<file path="src/rtl/gps_sim_pkg.sv">
// rtl/gps_sim_pkg.sv - shared constants, G2 phase-selector table and sum-width helper
package gps_sim_pkg;

  localparam int         CA_LEN    = 1023;
  // Tap masks use bit (stage-1): G1 = stages 3,10; G2 = stages 2,3,6,8,9,10
  localparam logic [9:0] G1_TAPS   = 10'h204;
  localparam logic [9:0] G2_TAPS   = 10'h3A6;
  localparam logic [9:0] LFSR_INIT = 10'h3FF;

  typedef struct packed {
    logic [3:0] s1;
    logic [3:0] s2;
  } g2_sel_t;

  function automatic g2_sel_t g2_sel(input logic [5:0] prn);
    case (prn)
      6'd1:  return '{4'd2, 4'd6};
      6'd2:  return '{4'd3, 4'd7};
      6'd3:  return '{4'd4, 4'd8};
      6'd4:  return '{4'd5, 4'd9};
      6'd5:  return '{4'd1, 4'd9};
      6'd6:  return '{4'd2, 4'd10};
      6'd7:  return '{4'd1, 4'd8};
      6'd8:  return '{4'd2, 4'd9};
      6'd9:  return '{4'd3, 4'd10};
      6'd10: return '{4'd2, 4'd3};
      6'd11: return '{4'd3, 4'd4};
      6'd12: return '{4'd5, 4'd6};
      6'd13: return '{4'd6, 4'd7};
      6'd14: return '{4'd7, 4'd8};
      6'd15: return '{4'd8, 4'd9};
      6'd16: return '{4'd9, 4'd10};
      6'd17: return '{4'd1, 4'd4};
      6'd18: return '{4'd2, 4'd5};
      6'd19: return '{4'd3, 4'd6};
      6'd20: return '{4'd4, 4'd7};
      6'd21: return '{4'd5, 4'd8};
      6'd22: return '{4'd6, 4'd9};
      6'd23: return '{4'd1, 4'd3};
      6'd24: return '{4'd4, 4'd6};
      6'd25: return '{4'd5, 4'd7};
      6'd26: return '{4'd6, 4'd8};
      6'd27: return '{4'd7, 4'd9};
      6'd28: return '{4'd8, 4'd10};
      6'd29: return '{4'd1, 4'd6};
      6'd30: return '{4'd2, 4'd7};
      6'd31: return '{4'd3, 4'd8};
      6'd32: return '{4'd4, 4'd9};
      default: return '{4'd1, 4'd1};
    endcase
  endfunction

  function automatic int sum_width(input int n_ch);
`ifdef GPS_SIM_NOISE_EN
    return $clog2(n_ch + 1) + 2;
`else
    return $clog2(n_ch + 1) + 1;
`endif
  endfunction

endpackage

</file>
<file path="src/rtl/gps_sim_channel.sv">
// rtl/gps_sim_channel.sv - one satellite channel: code/carrier NCOs, Gold generator, epoch counters, nav FIFO
module gps_sim_channel
  import gps_sim_pkg::*;
#(
  parameter int NCO_W          = 32,
  parameter int NAV_DEPTH      = 8,
  parameter int EPOCHS_PER_BIT = 20
) (
  input  logic             clk,
  input  logic             rst,
  input  logic             cfg_we,
  input  logic             cfg_en,
  input  logic [5:0]       cfg_prn,
  input  logic [NCO_W-1:0] cfg_code_fcw,
  input  logic [NCO_W-1:0] cfg_carr_fcw,
  input  logic             push,
  input  logic             push_bit,
  output logic             full,
  output logic             act,
  output logic             tap_d,
  output logic             tap,
  output logic             epoch,
  output logic             underrun
);

  localparam int PW = $clog2(NAV_DEPTH);
  localparam int EW = (EPOCHS_PER_BIT > 1) ? $clog2(EPOCHS_PER_BIT) : 1;

  logic             en;
  logic [5:0]       prn;
  logic [NCO_W-1:0] code_fcw, carr_fcw, code_acc, carr_acc;
  logic [9:0]       g1, g2, chip;
  logic [EW-1:0]    ep_cnt;
  logic             nav_cur;
  logic [PW:0]      wr_ptr, rd_ptr;
  logic             mem [NAV_DEPTH];

  g2_sel_t    sel;
  logic [3:0] i1, i2;
  logic [NCO_W:0] code_nxt;
  logic       carry, wrap, pop, empty, chip_bit;

  always_comb begin
    sel      = g2_sel(prn);
    i1       = sel.s1 - 4'd1;
    i2       = sel.s2 - 4'd1;
    act      = en && (prn >= 6'd1) && (prn <= 6'd32);
    chip_bit = g1[9] ^ g2[i1] ^ g2[i2];
    code_nxt = {1'b0, code_acc} + {1'b0, code_fcw};
    carry    = code_nxt[NCO_W];
    wrap     = carry && (chip == 10'(CA_LEN - 1));
    pop      = wrap && (ep_cnt == EW'(EPOCHS_PER_BIT - 1));
    empty    = (wr_ptr == rd_ptr);
    full     = (wr_ptr[PW] != rd_ptr[PW]) && (wr_ptr[PW-1:0] == rd_ptr[PW-1:0]);
    tap_d    = act & (nav_cur ^ chip_bit ^ carr_acc[NCO_W-1]);
  end

  // Storage carries no reset; occupancy lives entirely in the pointers
  always_ff @(posedge clk)
    if (push && !cfg_we) mem[wr_ptr[PW-1:0]] <= push_bit;

  always_ff @(posedge clk or negedge rst) begin
    if (!rst) begin
      en <= 1'b0; prn <= '0; code_fcw <= '0; carr_fcw <= '0;
      code_acc <= '0; carr_acc <= '0; g1 <= LFSR_INIT; g2 <= LFSR_INIT;
      chip <= '0; ep_cnt <= '0; nav_cur <= 1'b0; wr_ptr <= '0; rd_ptr <= '0;
      tap <= 1'b0; epoch <= 1'b0; underrun <= 1'b0;
    end else begin
      tap   <= tap_d;
      epoch <= act && wrap && !cfg_we;
      if (cfg_we) begin
        en <= cfg_en; prn <= cfg_prn; code_fcw <= cfg_code_fcw; carr_fcw <= cfg_carr_fcw;
        code_acc <= '0; carr_acc <= '0; g1 <= LFSR_INIT; g2 <= LFSR_INIT;
        chip <= '0; ep_cnt <= '0; nav_cur <= 1'b0; wr_ptr <= '0; rd_ptr <= '0;
        underrun <= 1'b0;
      end else begin
        if (push) wr_ptr <= wr_ptr + 1'b1;
        if (act) begin
          code_acc <= code_nxt[NCO_W-1:0];
          carr_acc <= carr_acc + carr_fcw;
          if (wrap) begin
            chip <= '0; g1 <= LFSR_INIT; g2 <= LFSR_INIT;
            if (pop) begin
              ep_cnt <= '0;
              if (empty) underrun <= 1'b1;
              else begin
                nav_cur <= mem[rd_ptr[PW-1:0]];
                rd_ptr  <= rd_ptr + 1'b1;
              end
            end else begin
              ep_cnt <= ep_cnt + 1'b1;
            end
          end else if (carry) begin
            chip <= chip + 10'd1;
            g1   <= {g1[8:0], ^(g1 & G1_TAPS)};
            g2   <= {g2[8:0], ^(g2 & G2_TAPS)};
          end
        end
      end
    end
  end

endmodule

</file>
<file path="src/rtl/gps_multich_sim.sv">
// rtl/gps_multich_sim.sv - multi-channel GPS L1 C/A stimulus top: channel array and signed composite sum
// Optional dither LFSR on the sum enabled by `define GPS_SIM_NOISE_EN.
module gps_multich_sim
  import gps_sim_pkg::*;
#(
  parameter  int N_CH           = 4,
  parameter  int NCO_W          = 32,
  parameter  int NAV_DEPTH      = 8,
  parameter  int EPOCHS_PER_BIT = 20,
  localparam int CH_W           = (N_CH > 1) ? $clog2(N_CH) : 1,
  localparam int SUM_W          = sum_width(N_CH)
) (
  input  logic                    clk,
  input  logic                    rst,
  input  logic                    cfg_we,
  input  logic [CH_W-1:0]         cfg_ch,
  input  logic                    cfg_en,
  input  logic [5:0]              cfg_prn,
  input  logic [NCO_W-1:0]        cfg_code_fcw,
  input  logic [NCO_W-1:0]        cfg_carr_fcw,
  input  logic                    nav_valid,
  input  logic [CH_W-1:0]         nav_ch,
  input  logic                    nav_bit,
  output logic                    nav_ready,
  output logic [N_CH-1:0]         ch_tap,
  output logic [N_CH-1:0]         epoch,
  output logic [N_CH-1:0]         underrun,
  output logic signed [SUM_W-1:0] sum
);

  localparam logic signed [SUM_W-1:0] ONE       = 1;
  localparam logic signed [SUM_W-1:0] MINUS_ONE = '1;

  logic [N_CH-1:0]         full, act, tap_d;
  logic signed [SUM_W-1:0] total, dither;

  assign nav_ready = rst && (32'(nav_ch) < N_CH) && !full[nav_ch] &&
                     !(cfg_we && (cfg_ch == nav_ch));

  for (genvar i = 0; i < N_CH; i++) begin : g_ch
    gps_sim_channel #(
      .NCO_W(NCO_W), .NAV_DEPTH(NAV_DEPTH), .EPOCHS_PER_BIT(EPOCHS_PER_BIT)
    ) u_ch (
      .clk(clk), .rst(rst),
      .cfg_we(cfg_we && (cfg_ch == CH_W'(i))),
      .cfg_en(cfg_en), .cfg_prn(cfg_prn),
      .cfg_code_fcw(cfg_code_fcw), .cfg_carr_fcw(cfg_carr_fcw),
      .push(nav_valid && nav_ready && (nav_ch == CH_W'(i))),
      .push_bit(nav_bit),
      .full(full[i]), .act(act[i]), .tap_d(tap_d[i]),
      .tap(ch_tap[i]), .epoch(epoch[i]), .underrun(underrun[i])
    );
  end

  // Built from the same next-tap values the channels register, so sum tracks ch_tap
  always_comb begin
    total = '0;
    for (int i = 0; i < N_CH; i++)
      if (act[i]) total = tap_d[i] ? total + MINUS_ONE : total + ONE;
  end

`ifdef GPS_SIM_NOISE_EN
  logic [15:0] lfsr;
  always_ff @(posedge clk or negedge rst)
    if (!rst) lfsr <= 16'hACE1;
    else      lfsr <= lfsr[0] ? ((lfsr >> 1) ^ 16'hB400) : (lfsr >> 1);
  assign dither = lfsr[0] ? ONE : MINUS_ONE;
`else
  assign dither = '0;
`endif

  always_ff @(posedge clk or negedge rst)
    if (!rst) sum <= '0;
    else      sum <= total + dither;

endmodule
</file>
<file path="config.mk">
export PLATFORM = sky130hd
export DESIGN_NAME = gps_multich_sim
export DESIGN_NICKNAME = d
export VERILOG_FILES = /design/src/rtl/gps_sim_pkg.sv /design/src/rtl/gps_sim_channel.sv /design/src/rtl/gps_multich_sim.sv
export SDC_FILE = /design/constraint.sdc
export NUM_CORES = 2
export LEC_CHECK = 0
export ABC_AREA = 1
export CAP_MARGIN = 10
export CELL_PAD_IN_SITES_DETAIL_PLACEMENT = 2
export CELL_PAD_IN_SITES_GLOBAL_PLACEMENT = 2
export CORE_UTILIZATION = 41
export DETAILED_ROUTE_END_ITERATION = 16
export PLACE_DENSITY_LB_ADDON = 0.05
export SLEW_MARGIN = 20
export SYNTH_ARGS = -nofsm -noshare
export SYNTH_HDL_FRONTEND = slang
export SYNTH_SLANG_ARGS = --single-unit
</file>
<file path="constraint.sdc">
create_clock -name clk -period 14.56 [get_ports clk]
set_clock_uncertainty 0.05 [all_clocks]
set_input_delay 1.456 -clock clk [delete_from_list [all_inputs] [get_ports clk]]
set_output_delay 1.456 -clock clk [all_outputs]
set_load 0.02 [all_outputs]
</file>
Word level (Yosys, flattened, before mapping)
Memories as Yosys holds them, arrays and structs flattened.
Index checks and enable logic that the tools add are counted.
{"block": "totals", "register_bits": 732, "input_bits": 80, "romBits": 2048, "ram_bits": 32, "wordCells": 461, "output_inout_bits": 17, "memories": 8}
{"name": "(name not given)", "words": 64, "width": 8, "read_ports": 1, "rd_ports_with_merged_regs": 0, "write_ports": 0, "line_no": "gps_sim_pkg.sv:16", "text": "case (prn)"}
{"name": "(name not given)", "words": 64, "width": 8, "read_ports": 1, "rd_ports_with_merged_regs": 0, "write_ports": 0, "line_no": "gps_sim_pkg.sv:16"}
{"name": "(name not given)", "words": 64, "width": 8, "read_ports": 1, "rd_ports_with_merged_regs": 0, "write_ports": 0, "line_no": "gps_sim_pkg.sv:16"}
{"name": "(name not given)", "words": 64, "width": 8, "read_ports": 1, "rd_ports_with_merged_regs": 0, "write_ports": 0, "line_no": "gps_sim_pkg.sv:16"}
{"name": "g_ch[0].u_ch.mem", "words": 8, "width": 1, "read_ports": 1, "rd_ports_with_merged_regs": 0, "write_ports": 1, "line_no": "gps_sim_channel.sv:36", "text": "logic mem [NAV_DEPTH];"}
{"name": "g_ch[1].u_ch.mem", "words": 8, "width": 1, "read_ports": 1, "rd_ports_with_merged_regs": 0, "write_ports": 1, "line_no": "gps_sim_channel.sv:36"}
{"name": "+2 memories"}
{"block": "classes", "bitwise": 20, "n_lt_le_gt_ge": 17, "addsub": 38, "reduce_logical": 100, "eq_ne": 31, "muxes": 182}
{"operator": "$mux 32", "n": 16}
{"operator": "$mux 10", "n": 48}
{"operator": "$mux 4", "n": 36}
{"operator": "$add 32x32->33", "n": 4}
{"operator": "$add 32x32->32", "n": 4}
{"operator": "$mux 5", "n": 16}
{"operator": "$reduce_xor 10->1", "n": 8}
{"operator": "$mux 1", "n": 57}
{"operator": "$add 4x1->4 const B", "n": 11}
{"operator": "$logic_and 1x1->1", "n": 44}
{"operator": "$add 10x1->10 const B", "n": 4}
{"operator": "$eq 10x10->1 const B", "n": 4}
{"operator": "$lt 4x5->1 const B", "n": 8}
{"operator": "$reduce_bool 2->1", "n": 20}
{"operator": "$bmux 1 s4", "n": 8}
{"operator": "$reduce_and 4->1", "n": 8}
{"operator": "$sub 4x1->4 const B", "n": 8}
{"operator": "$ge 6x1->1 const B", "n": 4}
{"operator": "$le 6x6->1 const B", "n": 4}
{"operator": "$add 5x1->5 const B", "n": 4}
{"operator": "$eq 5x5->1 const B", "n": 4}
{"operator": "$eq 4x4->1", "n": 4}
{"operator": "$reduce_and 2->1", "n": 8}
{"operator": "$xor 1x1->1", "n": 16}
{"operator": "other kinds (13)", "n": 40}

Longest topological paths before layout
An unclocked memory read counts as a cell.
{"block": "logic_depth", "depth_word": 20, "ltp_mapped": 40, "ltp_nobuf": 39}

Hierarchy
From an unflattened synthesis, not the netlist that was laid out.
{"block": "unflattened", "cells_unflattened": 6635, "hier_area_um2": 49079.6}
{"mod": "gps_sim_channel (g_ch[1].u_ch)", "area_each_um2": 12218.0, "cells_per_inst": 1660, "n_inst": 1, "seq_area_each_um2": 4819.6}
{"mod": "gps_sim_channel (g_ch[0].u_ch)", "area_each_um2": 12201.7, "cells_per_inst": 1655, "n_inst": 1, "seq_area_each_um2": 4819.6}
{"mod": "gps_sim_channel (g_ch[3].u_ch)", "area_each_um2": 12069.1, "cells_per_inst": 1617, "n_inst": 1, "seq_area_each_um2": 4819.6}
{"mod": "gps_sim_channel (g_ch[2].u_ch)", "area_each_um2": 11982.7, "cells_per_inst": 1606, "n_inst": 1, "seq_area_each_um2": 4819.6}
{"mod": "gps_multich_sim", "area_each_um2": 608.1, "cells_per_inst": 97, "n_inst": 1, "seq_area_each_um2": 100.1}

Least setup slack after synthesis
OpenSTA, ideal clock, no wires.
{"block": "synth_path", "path_type": "register -> register", "startpoint": "register g_ch[1].u_ch.prn[1]", "endpoint": "register sum[3]", "path_stages_with_launch": 38, "arrival_ps": 4840, "t_required_ps": 14397, "n_path_buf": 0, "path_slack_ps": 9558, "path_cell_list": "dfrtp_1 -> inv_1 -> ha_1 -> inv_1 -> nor2_1 -> nor2_1 -> nand2_1 -> o21ai_0 -> nand2_1 -> nand3_1 -> ha_1 -> inv_1 -> o211ai_1 -> nand3_1 -> o211ai_1 -> o21ai_1 -> xor2_1 -> inv_1 -> [2 not listed] -> fa_1 -> inv_1 -> nor2_1 -> inv_1 -> nand2_1 -> fa_1 -> xor2_1 -> o21ai_2 -> ha_1 -> inv_1 -> o211ai_1 -> inv_2 -> nand3_1 -> nand3_1 -> inv_1 -> nand2_1 -> nand2_1 -> inv_1"}
{"block": "synth_between", "elab_chain_cells": 17, "elab_cells_between_ends": 26, "classes_between": "add/sub: 6; order compare: 2; mux: 10; bitwise: 5; reduce/logical: 2; memory: 1"}
{"item": "start: declaration", "line_no": "gps_sim_channel.sv:30", "text": "logic [5:0] prn;"}
{"item": "start signal: assignment", "line_no": "gps_sim_channel.sv:72", "text": "en <= cfg_en; prn <= cfg_prn; code_fcw <= cfg_code_fcw; carr_fcw <= cfg_carr_fcw;"}
{"item": "$mem_v2 64x8"}
{"item": "$sub 4x1->4", "line_no": "gps_sim_channel.sv:45", "text": "i1 = sel.s1 - 4'd1;"}
{"item": "$bmux 1 s4", "line_no": "gps_sim_channel.sv:48", "text": "chip_bit = g1[9] ^ g2[i1] ^ g2[i2];"}
{"item": "$mux 1 (not written as such)", "line_no": "gps_sim_channel.sv:48"}
{"item": "$xor 1x1->1 (2 in series)", "line_no": "gps_sim_channel.sv:48"}
{"item": "$xor 1x1->1 (2 in series)", "line_no": "gps_sim_channel.sv:55", "text": "tap_d = act & (nav_cur ^ chip_bit ^ carr_acc[NCO_W-1]);"}
{"item": "$and 1x1->1", "line_no": "gps_sim_channel.sv:55"}
{"item": "$mux 4", "line_no": "gps_multich_sim.sv:59", "text": "if (act[i]) total = tap_d[i] ? total + MINUS_ONE : total + ONE;"}
{"item": "$mux 4 *", "line_no": "gps_multich_sim.sv:59"}
{"item": "$add 4x2->4 or $add 4x1->4 (tied branches)", "line_no": "gps_multich_sim.sv:59"}
{"item": "$mux 4", "line_no": "gps_multich_sim.sv:59"}
{"item": "$mux 4 *", "line_no": "gps_multich_sim.sv:59"}
{"item": "$add 4x2->4 or $add 4x1->4 (tied branches)", "line_no": "gps_multich_sim.sv:59"}
{"item": "$mux 4", "line_no": "gps_multich_sim.sv:59"}
{"item": "$mux 4 *", "line_no": "gps_multich_sim.sv:59"}
{"item": "net total[3]", "line_no": "gps_multich_sim.sv:35", "text": "logic signed [SUM_W-1:0] total, dither;"}
{"item": "end signal: assignment", "line_no": "gps_multich_sim.sv:74", "text": "else sum <= total + dither;"}
{"item": "end: declaration", "line_no": "gps_multich_sim.sv:28", "text": "output logic signed [SUM_W-1:0] sum"}
The timed path passes the listed nets; every way through them passes the cells marked *. The select of a mux whose other input is x is not followed.
A chain may end at the register's enable or synchronous reset.

Final worst setup path
Ends and elaborated chain as after synthesis.

==> qor.csv <==
stage,metric,value,unit
placed_design,dp.cells,7375,
placed_design,portBuffers,96,
critical_path,rrSetupSlack,8.58,ns
routing,post_drt_wl_per_cell,21.83,microns
routing,postRouteWirelength,164700,microns
critical_path,crit_fanout,7,
logic_synthesis,async_reset_ff_frac,0.9581,
timing,fmaxAchievable,0.1672,GHz
timing,fin_crit,5.980,ns
critical_path,slowest_stage,fa_1,
clock_network,hold_buffers,0,
global_route,antenna_found_initial,6,
finish,stdcell_count,7547,
logic_synthesis,synth_enable_flop_cells,32,
power_and_ir_drop,irDropWorstVdd,0.1026,mV
critical_path,crit_arrival,6.50,ns
floorplanning,io_pins,97,
clock_network,cts_tree,yes,
routing,drc,0,
finish,final_common_cell,nand2_1,
critical_path,cpPeakStageDelay,0.54,ns
clock_network,ctsResizeCount,0,
placed_design,dp_hpwl,117600,microns
clock_network,post_cts_buffers,0,
critical_path,r2r-end,sum[3]$_DFF_PN0_,
logic_synthesis,syn-instance-count,5933,
power_and_ir_drop,p_leak,25.67,nW
logic_synthesis,synthFlopType,dfrtp_1,
finish,final_cell_mix,"1,493 x nand2_1, 709 x o21ai_0, 657 x inv_1, 652 x dfrtp_1, 457 x a21oi_1",
timing,finalMaxSlewViolations,0,
logic_synthesis,synth_cell_types,67,
logic_synthesis,synthesis.nets,6336,
clock_network,cts.path.max_buffers,3,
floorplanning,start_util,0.4159,
critical_path,crit_required,15.08,ns
routing,num_vias,42470,
power_and_ir_drop,seq_power_share,0.316,
floorplanning,rows,122,
logic_synthesis,seq_area_frac_synth,0.4188,
power_and_ir_drop,switching_share,0.4273,
floorplanning,die_w,338.0,microns
finish,fin_util,0.4668,
power_and_ir_drop,p_int,5.564,mW
logic_synthesis,synth_area_per_cell,7.800,sq um
clock_network,cts_root_buf,clkbuf_16,
critical_path,critPathLaunch,g_ch[1].u_ch.prn[1]$_DFFE_PN0P_,
global_route,grt_pass1_vias,47080,
flow_run,maxCapViolations,0,
timing,worst_pin_slew,1.104,ns
clock_network,clkLatencyLatePin,0.70,ns
logic_synthesis,synth.ff_latch_count,764,
min_path,hold_path.class,reg2reg,
global_route,grt_pass1_wl,261600,microns
power_and_ir_drop,share_comb_of_total_power,0.422,
finish,final_cell_area,0.05195,sq mm
timing,final.setup.tns,0,ns
critical_path,rr_startpoint,g_ch[1].u_ch.prn[1]$_DFFE_PN0P_,
global_route,grt_max_degree,124,
finish,drive_above_1_share,0.06041,
placed_design,globalplace.congestion,0.8638,
floorplanning,fp.dieArea,0.1142,sq mm
finish,syn2layout_area_growth,12.26,%
timing,hold_viol,0,
timing,finalCritPeriodShare,0.4107,
timing,rsz0062_at_grt,no,
finish,num-nets-final,6385,
global_route,gr-total-overflow,0,
timing,finalSetupViolations,0,
clock_network,cts_inserted_buffers,93,
critical_path,ff2ff_path_depth,37,
routing,ant_nets,0,
critical_path,endpoint,sum[3]$_DFF_PN0_,
routing,drtPass1Iterations,5,
floorplanning,dieHeight,338.0,microns
logic_synthesis,syn_area,0.04628,sq mm
timing,max_slew_margin,0.2621,
critical_path,critPathCaptureType,flip-flop,
finish,fillers,12580,
power_and_ir_drop,clock_power_share,0.262,
run_status,outcome,"finished, final reports clean",
critical_path,worst_path_most_repeated_cell,inv_1,
critical_path,cp-start-kind,flip-flop,
logic_synthesis,ys_warn_count,0,
floorplanning,core,0.1113,sq mm
routing,dr.first_iter.drc_count,1724,
clock_network,path_clk_slew,0.06,ns
clock_network,cts.sinks,764,
critical_path,critical_path_class,reg2reg,
clock_network,htree_levels,3,
routing,vias_per_cell,5.627,
global_route,grt_usage,0.2891,
power_and_ir_drop,switchingPower,4.152,mW
finish,n_antenna_cell,0,
placed_design,placed_cell_area,0.04864,sq mm
power_and_ir_drop,power_per_cell_area,187.0,mW/mm^2
critical path: cells and delay by family (launching register included):
family	cells	cell delay (ns)
DFF	1	0.49
adders and majority gates	5	2.07
xor gates and xnor gates	2	0.42
buffers and inverters	10	0.78
and+or+nand+nor	14	1.28
AOI/OAI and AO/OA	6	0.73
metal layers:
layer  vias up  wire, microns  global-route usage
met5         -              0                   0
met4         0           4891             0.08713
met3       227           3792             0.02809
met2       468          82930              0.5204
met1     21830          73110              0.3636
li1      19940              -                   -
worst min-delay path by stage:
stage	start	to	slack (ns)	cells past startpoint
after floorplan	g_ch[3].u_ch.ep_cnt[4]$_DFFE_PN0P_	g_ch[3].u_ch.ep_cnt[4]$_DFFE_PN0P_	0.39	1
after global placement	g_ch[1].u_ch.g1[4]$_DFFE_PN1P_	g_ch[1].u_ch.g1[4]$_DFFE_PN1P_	0.40	2
after detailed placement	g_ch[1].u_ch.g1[4]$_DFFE_PN1P_	g_ch[1].u_ch.g1[4]$_DFFE_PN1P_	0.42	2
after CTS	g_ch[1].u_ch.g1[4]$_DFFE_PN1P_	g_ch[1].u_ch.g1[4]$_DFFE_PN1P_	0.43	2
after global routing	g_ch[1].u_ch.g1[5]$_DFFE_PN1P_	g_ch[1].u_ch.g1[5]$_DFFE_PN1P_	0.44	2
final	g_ch[1].u_ch.g1[5]$_DFFE_PN1P_	g_ch[1].u_ch.g1[5]$_DFFE_PN1P_	0.43	2
through the flow:
stage | power [mW] | worst slack, ns | hold WS [ns]
3_3_place_gp | 6.836 | 8.815 | 0.4041
4_1_cts | 9.783 | 8.521 | 0.4274
5_1_grt | 10.40 | 7.954 | 0.4402
3_5_place_dp | 7.111 | 8.598 | 0.4212
6_report | 9.716 | 8.580 | 0.4255
2_1_floorplan | 5.827 | 9.558 | 0.3886
power by group through the flow:
stage,registers [mW],logic (mW),clock network (mW)
final,3.07,4.10,2.55
after global routing,3.13,4.61,2.67
after floorplan,2.94,2.89,0
after global placement,3.05,3.78,0
after CTS,3.07,4.12,2.60
after detailed placement,3.09,4.02,0
synthesized netlist by cell type (15+ instances only):
library cell  number  area share
edfxtp_1          32       0.021
a21oi_1          457       0.049
nand2_1         1493        0.12
ha_1             311       0.084
xnor2_1           47      0.0089
o21a_1            36      0.0058
a31oi_1           36      0.0049
nand4_1           21      0.0028
nand2_2           15      0.0020
a21o_1            22      0.0036
inv_1            659       0.053
dfrtp_1          652        0.35
o211ai_1          31      0.0050
nor2_1           338       0.027
o31ai_1           52      0.0084
o21ai_0          709       0.077
o221ai_1          23      0.0044
nor3_1            61      0.0066
dfstp_2           80       0.045
nor4_1            21      0.0028
xor2_1           107       0.020
clkbuf_1         118      0.0096
buf_4             15      0.0024
buf_2             36      0.0039
inv_2             20      0.0016
nand3_1          259       0.028
o21ai_1           22      0.0024
a22oi_1           23      0.0037
o22ai_1           93       0.013
cell families after synthesis:
| logic type | synth area share |
|---|---|
| flops | 0.4188 |
| mux | 0.0006489 |
| simple gates | 0.1979 |
| compound gates | 0.1908 |
| fa+ha+maj | 0.08928 |
| xor+xnor | 0.03009 |
| buf+inv | 0.07252 |
layout make-up:
type / count / area [sq um] / area share
Clock buffer: 126 / 2686 / 0.05171
Clock inverter: 46 / 615.6 / 0.01185
Inverter: 686 / 2589 / 0.04983
Multi-Input combinational cell: 4307 / 23600 / 0.4543
Sequential cell: 764 / 19380 / 0.3730
Tap cell: 1488 / 1862 / 0.03584
Timing Repair Buffer: 130 / 1220 / 0.02348
sequential cells by signal, indices dropped and copies added, names as in the netlist, 16 cells and up:
| signal | cells |
|---|---|
| g_ch.u_ch.prn | 24 |
| g_ch.u_ch.g2 | 40 |
| g_ch.u_ch.g1 | 40 |
| g_ch.u_ch.carr_fcw | 128 |
| g_ch.u_ch.carr_acc | 128 |
| g_ch.u_ch.mem | 32 |
| g_ch.u_ch.code_acc | 128 |
| g_ch.u_ch.ep_cnt | 20 |
| g_ch.u_ch.chip | 40 |
| g_ch.u_ch.code_fcw | 128 |
| g_ch.u_ch.wr_ptr | 16 |
| g_ch.u_ch.rd_ptr | 16 |
Power figures use the tool's default switching activity.
